`src/rtl/seven_seg_mux.sv`:
```
// seven_seg_mux: N-digit multiplexed seven-segment driver with tear-free frames.
// Define SEVSEG_LZ_BLANK_EN to enable leading-zero suppression.
module seven_seg_mux #(
    parameter int NUM_DIGITS   = 4,
    parameter int DIGIT_CYCLES = 50000,
    parameter int BLANK_CYCLES = 500
) (
    input  logic                    clk,
    input  logic                    rst,
    input  logic                    load,
    input  logic [4*NUM_DIGITS-1:0] value,
    input  logic [NUM_DIGITS-1:0]   dp,
    input  logic [NUM_DIGITS-1:0]   digit_en,
    output logic [6:0]              ss_abcdefg_l,
    output logic                    ss_dp_l,
    output logic [NUM_DIGITS-1:0]   ss_sel_l,
    output logic                    frame_sync
);

    localparam int CW = (DIGIT_CYCLES > 2) ? $clog2(DIGIT_CYCLES) : 1;
    localparam int IW = (NUM_DIGITS > 1) ? $clog2(NUM_DIGITS) : 1;

    logic [CW-1:0]                cnt;
    logic [IW-1:0]                idx;
    logic [NUM_DIGITS-1:0][3:0]   sh_val;
    logic [NUM_DIGITS-1:0][3:0]   dsp_val;
    logic [NUM_DIGITS-1:0]        sh_dp;
    logic [NUM_DIGITS-1:0]        sh_en;
    logic [NUM_DIGITS-1:0]        dsp_dp;
    logic [NUM_DIGITS-1:0]        dsp_en;
    logic [NUM_DIGITS-1:0]        sup;
    logic                         slot_end;
    logic                         frame_start;
    logic                         blank;
    logic                         lit;

    function automatic logic [6:0] hex7(input logic [3:0] n);
        logic [6:0] s;
        unique case (n)
            4'h0: s = 7'b0000001;
            4'h1: s = 7'b1001111;
            4'h2: s = 7'b0010010;
            4'h3: s = 7'b0000110;
            4'h4: s = 7'b1001100;
            4'h5: s = 7'b0100100;
            4'h6: s = 7'b0100000;
            4'h7: s = 7'b0001111;
            4'h8: s = 7'b0000000;
            4'h9: s = 7'b0000100;
            4'hA: s = 7'b0001000;
            4'hB: s = 7'b1100000;
            4'hC: s = 7'b0110001;
            4'hD: s = 7'b1000010;
            4'hE: s = 7'b0110000;
            default: s = 7'b0111000;
        endcase
        return s;
    endfunction

    assign slot_end    = (cnt == CW'(DIGIT_CYCLES - 1));
    assign frame_start = (cnt == '0) && (idx == '0);
    assign blank       = (32'(cnt) < 32'(BLANK_CYCLES));

`ifdef SEVSEG_LZ_BLANK_EN
    // A digit goes dark while it and everything above it is a bare zero.
    always_comb begin
        logic [NUM_DIGITS:0] zrun;
        zrun = '0;
        zrun[NUM_DIGITS] = 1'b1;
        for (int i = NUM_DIGITS - 1; i >= 0; i--) begin
            zrun[i] = zrun[i+1] & (dsp_val[i] == 4'h0) & ~dsp_dp[i];
        end
        sup = zrun[NUM_DIGITS-1:0] & ~NUM_DIGITS'(1);
    end
`else
    assign sup = '0;
`endif

    assign lit = ~blank & dsp_en[idx] & ~sup[idx];

    always_ff @(posedge clk) begin
        if (rst) begin
            cnt          <= '0;
            idx          <= '0;
            sh_val       <= '0;
            sh_dp        <= '0;
            sh_en        <= '0;
            dsp_val      <= '0;
            dsp_dp       <= '0;
            dsp_en       <= '0;
            ss_abcdefg_l <= 7'h7F;
            ss_dp_l      <= 1'b1;
            ss_sel_l     <= '1;
            frame_sync   <= 1'b0;
        end else begin
            cnt <= slot_end ? '0 : cnt + 1'b1;
            if (slot_end) begin
                idx <= (idx == IW'(NUM_DIGITS - 1)) ? '0 : idx + 1'b1;
            end
            // Display regs take the shadow value seen before this edge's load.
            if (frame_start) begin
                dsp_val <= sh_val;
                dsp_dp  <= sh_dp;
                dsp_en  <= sh_en;
            end
            if (load) begin
                sh_val <= value;
                sh_dp  <= dp;
                sh_en  <= digit_en;
            end
            frame_sync   <= frame_start;
            ss_sel_l     <= lit ? ~(NUM_DIGITS'(1) << idx) : '1;
            ss_abcdefg_l <= lit ? hex7(dsp_val[idx]) : 7'h7F;
            ss_dp_l      <= ~(lit & dsp_dp[idx]);
        end
    end

endmodule
```
`config.mk`:
```
export PLATFORM = sky130hd
export DESIGN_NAME = seven_seg_mux
export DESIGN_NICKNAME = d
export VERILOG_FILES = /design/src/rtl/seven_seg_mux.sv
export SDC_FILE = /design/constraint.sdc
export NUM_CORES = 1
export LEC_CHECK = 0
export ABC_AREA = 1
export ABC_CLOCK_PERIOD_IN_PS = 1700
export BUFFER_PORTS_ARGS = -buffer_cell sky130_fd_sc_hd__buf_2
export CAP_MARGIN = 20
export CORE_MARGIN = 2
export CORE_UTILIZATION = 37
export CTS_CLUSTER_DIAMETER = 100
export DETAILED_ROUTE_END_ITERATION = 10
export GPL_TIMING_DRIVEN = 0
export SLEW_MARGIN = 25
export SYNTH_ARGS = -nofsm -noshare
export SYNTH_HDL_FRONTEND = slang
export SYNTH_SLANG_ARGS = --single-unit
```
`constraint.sdc`:
```
create_clock -name clk -period 1.7 [get_ports clk]
set_input_delay 0.34 -clock clk [delete_from_list [all_inputs] [get_ports clk]]
set_output_delay 0.34 -clock clk [all_outputs]
set_load 0.01 [all_outputs]
```
==> results.txt, run 1 <==
----------------------------------------------------
[Cells and area]
  Fill cells ... 1058
  Finished layout cell area ... 4340 sq um
  Diode insertion count for antenna repair ... 0
  Fraction of layout cells with a size suffix above 1 ... 0.194
  Final core occ ... 0.448
  Area delta synth->final ... 19.0%
  Most common library cell in the layout ignoring fill and taps ... nand2_1
  Final-stage net count ... 597
  Most used cells in the layout excluding fill and tap cells ... nand2_1, dfxtp_1, nor2_1

[Die]
  Core area ... 9680 sq um
  Effective utilization at floorplan ... 0.376
  Die outline width ... 103 um
  Die outline area ... 10700 sq um
  Height of the die ... 103 um
  I/O pin count ... 40
  Row count ... 36

[Timing]
  Setup violation total in the final timing report ... 0
  Final worst path period need ... 1580 ps
  Highest achievable clock rate ... 632 MHz
  Least-Margin Pin Slew ... 459 ps
  Post-route clock skew ... 11.0 ps
  Post-route fraction of the period consumed by the critical path ... 0.931
  Final slew viol count ... 0
  Final worst-path setup slack ... 117 ps
  Max_slew headroom ... 0.694
  Tightest hold margin ... 160 ps
  Total count of hold-check failures in the final report ... 0

[Hold path]
  Worst hold path class ... in -> reg
  Start point of the worst min-delay path ... rst

[Place]
  Count of port buffers added during placement ... 39
  Dpl cell area ... 4000 sq um
  Global placer's final weighted congestion ... 0.828
  Worst slack, placed ... -222 ps
  HPWL after detailed placement ... 5.93 mm

[Yosys]
  Distinct cell type count after synthesis ... 30
  Count of warnings emitted by yosys ... 0
  Proportion of synthesized chip area in sequential cells ... 0.434
  #FFs+latches synth ... 79
  Number of cells produced by synthesis ... 503
  Mapped Area ... 3640 sq um
  Avg Inst Size Synth ... 7.24 sq um
  Net count after synthesis ... 542

[GRT]
  Met2 routing resource usage after global routing ... 0.270
  Wire length of the first global-routing pass ... 13.6 mm
  Overall track demand over capacity in global routing ... 0.160
  Layer with the highest usage after global routing ... met2
  Via count of the first global-routing pass ... 3040
  Number of antenna violations at the first check in global routing ... 0
  Overflow left after global routing ... 0
  Met1 demand-to-capacity share in global routing ... 0.207
  Largest net degree at the start of global routing ... 16
  GR met3 Demand/Resource ... 0.0390

[Critical path]
  Timing startpoint of the critical path ... cnt[1]
  Critical Path AT ... 1820 ps
  Critical register-to-register path startpoint ... cnt[1]
  Crit Path Max Fanout ... 10
  Required arrival time at the worst endpoint ... 1940 ps
  Sort of element at the end of the critical path ... flop
  Category of the critical setup timing path ... reg -> reg
  Category of the worst setup path launch point ... flop

[Pwr]
  Power density over the cells ... 960 nW/um^2
  Max IR drop VDD ... 0.662 mV
  Total design power ... 4.16 mW
  Leakage component of the power ... 1.85 nW

[Detailed routing]
  Routed Wire Length ... 7.83 mm
  Vias after detailed routing ... 3202
  Number of routed nets with antenna violations ... 0
  Vias per cell ... 4.60
  DR iter-0 viols ... 123
  Number of DRC violations after detailed routing ... 0
  Post-DR wirelength/cell ... 11.3 um
  Detailed-router iteration count before antenna repair ... 4

[CTS]
  Longest Clk Path Bufs ... 2
  Number of H-tree levels ... 3
  Clock Root Buffer ... clkbuf_8
  Number of buffers created by CTS ... 9
  Clock tree from TritonCTS ... done
  Number of hold-repair buffers added at the cts stage ... 0
  Number of clock sinks ... 79
  Worst-skew pair later-pin latency ... 350 ps
  Clock-pin slew of the registers on the worst-case setup and hold paths ... 80 ps

[Flow run]
  Max capacitance violation total ... 0

[Status]
  Run status ... complete, no violations

----------------------------------------------------
[report_power, final]
| group | total, mW | internal [mW] | switching [mW] |
|---|---|---|---|
| clock | 1.57 | 0.845 | 0.727 |
| sequential | 2.02 | 1.97 | 0.0563 |
| combinational | 0.569 | 0.232 | 0.337 |
| total | 4.16 | 3.04 | 1.12 |
[flip-flops by register name (all words and copies together), names as in the netlist]
signal        flops
cnt              16
dsp_val          16
sh_val           16
ss_abcdefg_l      7
dsp_dp            4
dsp_en            4
sh_dp             4
sh_en             4
ss_sel_l          4
idx               2
frame_sync        1
ss_dp_l           1
[worst paths after layout]
| check | endpoint | slack, ps | cells past startpoint |
|---|---|---|---|
| setup / recovery | cnt[11] | 120 | 9 |
| hold / removal | frame_sync | 160 | 2 |
| setup reg to reg | cnt[11] | 120 | 9 |
| hold reg to reg | cnt[0] | 440 | 1 |
[repair_timing]
item                                    in CTS  in global routing
pin swaps                                    0                  3
endpoints found under the setup margin      32                 35
setup buffers                                0                  5
cloned                                       0                  1
resized for setup                            6                 21
[worst max-delay path, stage by stage (launching register included)]
cell     delay, ps
dfxtp_1        390
ha_1           200
nand2_2         80
nor2_4         140
inv_2           70
nor2_2         170
nand2_2        100
nand2_4        130
buf_12         150
nor2_1          40
[synth_stat cells (all sizes together)]
cell,number,area (sq um)
nand3,56,300
nand2,110,435
buf,17,118
nor2,71,302
clkbuf,6,22.5
clkinv,1,3.75
xnor2,3,26.3
nand4,4,25.0
dfxtp,79,1580
a21oi,57,293
nand3b,2,15.0
or2,2,12.5
xor2,1,8.76
ha,12,150
o22ai,1,6.26
inv,50,188
nor3,2,10.0
o21ai,29,145
[final cells by class]
| type | instances | area [sq um] | share of cell area |
|---|---|---|---|
| tap | 133 | 166 | 0.0384 |
| timing repair buffer | 45 | 238 | 0.0548 |
| buffer | 22 | 163 | 0.0375 |
| clock buffer | 9 | 124 | 0.0286 |
| sequential | 79 | 1590 | 0.366 |
| inverter | 51 | 201 | 0.0465 |
| clock inverter | 7 | 103 | 0.0237 |
| multi-input combinational | 350 | 1750 | 0.405 |
[logic make-up after synthesis]
kind of cell             after synthesis  synth area share
flip-flops                            79             0.434
XOR/XNOR                               4           0.00962
adder cells (fa/ha/maj)               12            0.0412
buffers and inverters                 74            0.0910
AO/OA/AOI/OAI                         87             0.122
AND/OR/NAND/NOR                      247             0.302
[routing by layer]
metal | up-vias | wire [um]
met1 | 1410 | 3770
met3 | 6 | 352
met5 | - | 0
met4 | 0 | 67
met2 | 57 | 3650
li1 | 1729 | -
[through the flow]
step / instances / setup TNS, ps
2_1_floorplan: 503 / 0
5_1_grt: 696 / -0.858
3_3_place_gp: 675 / -1490
4_1_cts: 690 / 0
3_5_place_dp: 675 / -2970
6_report: 696 / 0
(Power assumes the default switching activity.)
==> inputs of run 2 (changes only) <==
ABC_CLOCK_PERIOD_IN_PS = 1800   (was 1700)
GPL_ROUTABILITY_DRIVEN = 0   (was not set)
GPL_TIMING_DRIVEN = not set   (was 0)
clock period = 1.8 ns   (was 1.7 ns; I/O delays follow)
==> run 2 against run 1 <==
Net effect:
- utilization fell by 1.5 points
- total power fell by 8.5%
- first-iteration DRC count fell by 15%
- register-to-register slack improved by 70 ps
- sequential cell count did not move
==> results.txt, run 2 (synthesized netlist as in run 1, its figures left out) <==
----------------------------------------------------
[Status]
  Run status ... complete, no violations (unchanged)

[Critical path]
  Category of the worst setup path launch point ... flop (unchanged)
  Category of the critical setup timing path ... reg -> reg (unchanged)
  Sort of element at the end of the critical path ... flop (unchanged)
  Worst path top cell family by delay ... simple AND/OR/NAND/NOR gates (unchanged)
  Cell count of the worst reg-to-reg path ... 10 (was 9)
  Delay of the slowest cell on the worst path ... 440 ps (was 390 ps)
  Worst path bufs/invs ... 2 (unchanged)
  Slowest stage cell on the critical path ... dfxtp_2 (was dfxtp_1)
  Register-to-register setup slack ... 190 ps (was 120 ps)
  Crit Path Max Fanout ... 10 (unchanged)
  Critical Path AT ... 1850 ps (was 1820 ps)
  Crit Reg-Reg Endpoint ... ss_abcdefg_l[6] (was cnt[11])
  Required arrival time at the worst endpoint ... 2040 ps (was 1940 ps)
  Chain of cells forming the critical path ... inv_2, nand2_1, nand3_1, nand2_2, inv_1, ha_1, nand3_1, nor2_1, nor2_1, nand2_1 (was ha_1, nand2_2, nor2_4, inv_2, nor2_2, nand2_2, nand2_4, buf_12, nor2_1)
  Critical register-to-register path startpoint ... idx[0] (was cnt[1])

[Die]
  Row count ... 36 (unchanged)
  Height of the die ... 103 um (unchanged)
  Die outline width ... 103 um (unchanged)
  Effective utilization at floorplan ... 0.376 (unchanged)
  I/O pin count ... 40 (unchanged)
  Core area ... 9680 sq um (unchanged)
  Die outline area ... 10700 sq um (unchanged)

[Cells and area]
  Area delta synth->final ... 15.1% (was 19.0%)
  Fraction of layout cells with a size suffix above 1 ... 0.171 (was 0.194)
  Biggest regs ... cnt (16), dsp_val (16), sh_val (16) (unchanged)
  Fill cells ... 1044 (was 1058)
  Most used cells in the layout excluding fill and tap cells ... nand2_1, dfxtp_1, nor2_1 (unchanged)
  Most common library cell in the layout ignoring fill and taps ... nand2_1 (unchanged)
  Final-stage net count ... 577 (was 597)
  Cell Count, Final, Fillers Out ... 676 (was 696)
  Final core occ ... 0.433 (was 0.448)
  Diode insertion count for antenna repair ... 0 (unchanged)

[Timing]
  Final worst path period need ... 1610 ps (was 1580 ps)
  Least-Margin Pin Slew ... 392 ps (was 459 ps)
  RSZ-0062 raised after global routing ... no
  Highest achievable clock rate ... 621 MHz (was 632 MHz)
  Setup Total Neg Slack ... 0 ps (unchanged)
  Setup violation total in the final timing report ... 0 (unchanged)
  Post-route clock skew ... 16.3 ps (was 11.0 ps)
  Final slew viol count ... 0 (unchanged)
  Max_slew headroom ... 0.737 (was 0.694)
  Total count of hold-check failures in the final report ... 0 (unchanged)
  Post-route fraction of the period consumed by the critical path ... 0.894 (was 0.931)
  Final worst-path setup slack ... 190 ps (was 117 ps)

[Hold path]
  Start point of the worst min-delay path ... rst (unchanged)
  Worst Hold Path Cells ... 2 (unchanged)
  End of the worst hold path ... frame_sync (unchanged)
  Worst hold path class ... in -> reg (unchanged)

[CTS]
  Number of clock sinks ... 79 (unchanged)
  Post-CTS Setup Inserts ... 0 (unchanged)
  Clock Root Buffer ... clkbuf_8 (unchanged)
  Worst-skew pair later-pin latency ... 360 ps (was 350 ps)
  Longest Clk Path Bufs ... 2 (unchanged)
  Clock-pin slew of the registers on the worst-case setup and hold paths ... 90 ps (was 80 ps)
  Number of buffers created by CTS ... 9 (unchanged)
  Number of H-tree levels ... 3 (unchanged)
  Clock tree from TritonCTS ... done (unchanged)

[GRT]
  Largest net degree at the start of global routing ... 50 (was 16)
  Overall track demand over capacity in global routing ... 0.153 (was 0.160)
  Wire length of the first global-routing pass ... 13.0 mm (was 13.6 mm)
  Overflow left after global routing ... 0 (unchanged)
  Via count of the first global-routing pass ... 2837 (was 3040)
  Number of antenna violations at the first check in global routing ... 0 (unchanged)

[Place]
  Count of port buffers added during placement ... 39 (unchanged)
  Cell count after placement ... 660 (was 675)
  Worst slack, placed ... 42.2 ps (was -222 ps)
  HPWL after detailed placement ... 5.19 mm (was 5.93 mm)

[Detailed routing]
  Vias after detailed routing ... 3139 (was 3202)
  DR iter-0 viols ... 105 (was 123)
  Vias per cell ... 4.64 (was 4.60)
  Detailed-router iteration count before antenna repair ... 6 (was 4)
  Routed Wire Length ... 7.43 mm (was 7.83 mm)
  Number of routed nets with antenna violations ... 0 (unchanged)
  Post-DR wirelength/cell ... 11.0 um (was 11.3 um)
  Number of DRC violations after detailed routing ... 0 (unchanged)

[Pwr]
  Max IR drop VDD ... 0.495 mV (was 0.662 mV)
  Leakage component of the power ... 1.78 nW (was 1.85 nW)
  Power density over the cells ... 909 nW/um^2 (was 960 nW/um^2)

[Flow run]
  Max capacitance violation total ... 0 (unchanged)

----------------------------------------------------
run 2: changes by cell type in the layout (fill, tap and decap cells not counted), moves of 3 or more:
cell	delta
buf_2	-4
buf_1	-3
inv_6	-3
buf_12	+3
buf_6	-5
buf_4	-3
clkbuf_1	-6
run 2: power by group:
| group | total [mW] | leakage, nW | internal [mW] | switching [mW] |
|---|---|---|---|---|
| clock | 1.40 | 0.105 | 0.700 | 0.697 |
| combinational | 0.502 | 1.03 | 0.197 | 0.305 |
| sequential | 1.91 | 0.650 | 1.86 | 0.0526 |
run 2: metrics by stage:
step | area [sq um] | power, mW | hold WS [ps]
after floorplan | 3640 | 2.33 | 430
after global placement | 3970 | 2.44 | 444
final | 4190 | 3.81 | 169
after CTS | 4190 | 3.85 | 157
after detailed placement | 3970 | 2.45 | 449
after global routing | 4190 | 4.03 | 158
run 2: worst max-delay path by stage:
| stage | start | to | slack, ps | depth (start not counted) |
|---|---|---|---|---|
| 2_1_floorplan | idx[0] | ss_abcdefg_l[6] | 180 | 11 |
| 3_3_place_gp | idx[0] | ss_abcdefg_l[6] | 160 | 10 |
| 3_5_place_dp | idx[0] | ss_abcdefg_l[1] | 40 | 10 |
| 4_1_cts | idx[0] | ss_abcdefg_l[6] | 10 | 10 |
| 5_1_grt | idx[0] | ss_abcdefg_l[3] | 2 | 10 |
| 6_report | idx[0] | ss_abcdefg_l[6] | 190 | 10 |
run 2: area by class of cell:
cell class / instances / area, sq um / share of cell area
Sequential cell: 79 / 1580 / 0.377
Multi-Input combinational cell: 350 / 1730 / 0.414
Inverter: 51 / 191 / 0.0457
Clock buffer: 10 / 138 / 0.0328
Timing Repair Buffer: 47 / 305 / 0.0728
Tap cell: 133 / 166 / 0.0397
Clock inverter: 6 / 75.1 / 0.0179
run 2: layer usage:
layer	vias to the layer above	track usage	part of all wire
li1	1681	-	-
met4	0	0.0486	0.015
met1	1362	0.207	0.49
met3	10	0.0484	0.058
met2	86	0.233	0.43
met5	-	0	0
run 2: what timing repair did:
action,in CTS,in global routing
endpoints found under the setup margin,0,8
hold buffers,0,0
gates resized for setup,0,3
run 2: worst register-to-register path, stage by stage, from the launching register on:
cell and delay (ps):
dfxtp_2 440, inv_2 100, nand2_1 70, nand3_1 80, nand2_2 140, inv_1 100, ha_1 230, nand3_1 90
nor2_1 40, nor2_1 140, nand2_1 60
==> inputs of run 3 (changes only) <==
BUFFER_PORTS_ARGS = not set   (was -buffer_cell sky130_fd_sc_hd__buf_2)
DONT_BUFFER_PORTS = 1   (was not set)
==> run 3 against run 2 <==
Net effect:
- sequential power is essentially flat
- critical path depth down 2
- worst hold slack lost 93 ps
- non-clock buffer count down 39
- final cell count shrank 5.8%
- combinational power fell by 7.2%
- cell area fell by 5.0%
- setup slack better by 19 ps
- routed wire length is 1.9% lower
- fmax grew 1.2%
- largest power group unchanged
==> results.txt, run 3 (synthesized netlist as in run 1, its figures left out) <==
----------------------------------------------------
[Critical path]
  Chain of cells forming the critical path ... ha_1, nand2_2, nor2_4, inv_2, nor2_2, nand2_2, nand2_4, a21oi_1 (was inv_2, nand2_1, nand3_1, nand2_2, inv_1, ha_1, nand3_1, nor2_1, nor2_1, nand2_1)
  Sort of element at the end of the critical path ... flop (unchanged)
  Delay of the slowest cell on the worst path ... 410 ps (was 440 ps)
  Crit Path Max Fanout ... 16 (was 10)
  Critical Path AT ... 1820 ps (was 1850 ps)
  Cell mode on critical path ... nand2_2
  Category of the critical setup timing path ... reg -> reg (unchanged)
  Slowest stage cell on the critical path ... dfxtp_1 (was dfxtp_2)
  Required arrival time at the worst endpoint ... 2030 ps (was 2040 ps)
  Category of the worst setup path launch point ... flop (unchanged)

[Timing]
  Setup Total Neg Slack ... 0 ps (unchanged)
  RSZ-0062 raised after global routing ... no (unchanged)
  Max_slew headroom ... 0.719 (was 0.737)
  Setup violation total in the final timing report ... 0 (unchanged)
  Least-Margin Pin Slew ... 422 ps (was 392 ps)
  Total count of hold-check failures in the final report ... 0 (unchanged)
  Post-route clock skew ... 11.0 ps (was 16.3 ps)
  Highest achievable clock rate ... 628 MHz (was 621 MHz)
  Post-route fraction of the period consumed by the critical path ... 0.884 (was 0.894)
  Final worst path period need ... 1590 ps (was 1610 ps)
  Final slew viol count ... 0 (unchanged)

[Detailed routing]
  DR iter-0 viols ... 122 (was 105)
  Number of routed nets with antenna violations ... 0 (unchanged)
  Detailed-router iteration count before antenna repair ... 4 (was 6)
  Vias after detailed routing ... 2955 (was 3139)
  Post-DR wirelength/cell ... 11.4 um (was 11.0 um)
  Number of DRC violations after detailed routing ... 0 (unchanged)
  Routed Wire Length ... 7.29 mm (was 7.43 mm)
  Vias per cell ... 4.64 (about the same)

[CTS]
  Clock-pin slew of the registers on the worst-case setup and hold paths ... 80 ps (was 90 ps)
  Number of H-tree levels ... 3 (unchanged)
  Worst-skew pair later-pin latency ... 350 ps (was 360 ps)
  Number of clock sinks ... 79 (unchanged)
  Clock Root Buffer ... clkbuf_8 (unchanged)
  Clock tree from TritonCTS ... done (unchanged)
  Number of buffers created by CTS ... 9 (unchanged)
  Longest Clk Path Bufs ... 2 (unchanged)
  Post-CTS Setup Inserts ... 0 (unchanged)

[GRT]
  Via count of the first global-routing pass ... 2813 (was 2837)
  Largest net degree at the start of global routing ... 50 (unchanged)
  Wire length of the first global-routing pass ... 12.9 mm (was 13.0 mm)
  Overflow left after global routing ... 0 (unchanged)
  Overall track demand over capacity in global routing ... 0.151 (was 0.153)
  Number of antenna violations at the first check in global routing ... 0 (unchanged)

[Place]
  Count of port buffers added during placement ... 0 (was 39)
  Dpl cell area ... 3770 sq um (was 3970 sq um)
  HPWL after detailed placement ... 5.09 mm (was 5.19 mm)
  Cell count after placement ... 621 (was 660)

[Pwr]
  Fraction of power spent switching nets ... 0.278 (was 0.277)
  Relative contribution of combinational cells to total power ... 0.123 (was 0.132)
  Power share of the sequential group ... 0.506 (was 0.501)
  Power density over the cells ... 949 nW/um^2 (was 909 nW/um^2)
  Internal power ... 2.73 mW (was 2.76 mW)
  Max IR drop VDD ... 0.518 mV (was 0.495 mV)
  Total design power ... 3.78 mW (was 3.81 mW)
  Switching power ... 1.05 mW (about the same)
  Part of the power in the clock network ... 0.371 (was 0.367)
  Leakage component of the power ... 1.65 nW (was 1.78 nW)

[Die]
  Height of the die ... 103 um (unchanged)
  I/O pin count ... 40 (unchanged)
  Core area ... 9680 sq um (unchanged)
  Die outline width ... 103 um (unchanged)
  Effective utilization at floorplan ... 0.376 (unchanged)
  Die outline area ... 10700 sq um (unchanged)
  Row count ... 36 (unchanged)

[Status]
  Run status ... complete, no violations (unchanged)

[Cells and area]
  Biggest regs ... cnt (16), dsp_val (16), sh_val (16) (unchanged)
  Finished layout cell area ... 3980 sq um (was 4190 sq um)
  Most common library cell in the layout ignoring fill and taps ... nand2_1 (unchanged)
  Diode insertion count for antenna repair ... 0 (unchanged)
  Most used cells in the layout excluding fill and tap cells ... nand2_1, dfxtp_1, nor2_1 (unchanged)
  Final-stage net count ... 538 (was 577)
  Area delta synth->final ... 9.34% (was 15.1%)
  Cell Count, Final, Fillers Out ... 637 (was 676)
  Fraction of layout cells with a size suffix above 1 ... 0.105 (was 0.171)

[Flow run]
  Max capacitance violation total ... 0 (unchanged)

[Hold path]
  Worst hold path class ... in -> reg (unchanged)

----------------------------------------------------
-- run 3: cell count changes in the layout (fill, tap and decap cells not counted), sizes merged --
cell	previous run	this run
buf	47	8
clkinv	2	3
clkinvlp	1	0
-- run 3: final timing paths --
kind              from         end  slack [ps]  cells after the start
min reg2reg  sh_val[9]   sh_val[9]         460                      2
max reg2reg     cnt[0]      cnt[8]         210                      8
min                rst  frame_sync          80                      1
max             cnt[0]      cnt[8]         210                      8
-- run 3: area by class of cell --
| cell class | instances | area, sq um |
|---|---|---|
| multi-input combinational | 350 | 1730 |
| timing repair buffer | 8 | 97.6 |
| sequential | 79 | 1580 |
| inverter | 51 | 191 |
| clock inverter | 6 | 73.8 |
| tap | 133 | 166 |
| fill | 1034 | 5700 |
| clock buffer | 10 | 138 |
-- run 3: through the flow --
step,hold slack (ps),utilization,setup slack (ps)
floorplan,430,-,178
global placement,436,0.389,255
detailed placement,435,0.389,187
CTS,63.6,0.411,158
global route,63.3,0.411,20.3
finish,75.4,0.411,209
-- run 3: power groups by stage --
stage          Sequential (mW)  Combinational [mW]  Clock [mW]
6_report                  1.91               0.466        1.40
5_1_grt                   1.93               0.555        1.51
4_1_cts                   1.91               0.466        1.45
3_5_place_dp              1.95               0.465           0
3_3_place_gp              1.95               0.454           0
2_1_floorplan             1.94               0.393           0
-- run 3: what timing repair did --
action                     in CTS  in global routing
gates resized for setup         0                  2
hold buffers                    0                  0
setup endpoints to repair       0                  4
-- run 3: critical path: cells and delay by family, from the launching register on --
family,cells,cell delay [ps]
AND/OR/NAND/NOR,5,690
flip-flops,1,410
adder cells (fa/ha/maj),1,210
buffers and inverters,1,80
AO/OA/AOI/OAI,1,80
-- run 3: routing by layer --
layer | up-vias | wire length [um] | track usage
li1 | 1602 | - | -
met1 | 1290 | 3830 | 0.209
met2 | 56 | 3060 | 0.230
met3 | 7 | 338 | 0.0444
met4 | 0 | 61 | 0.0415
met5 | - | 0 | 0
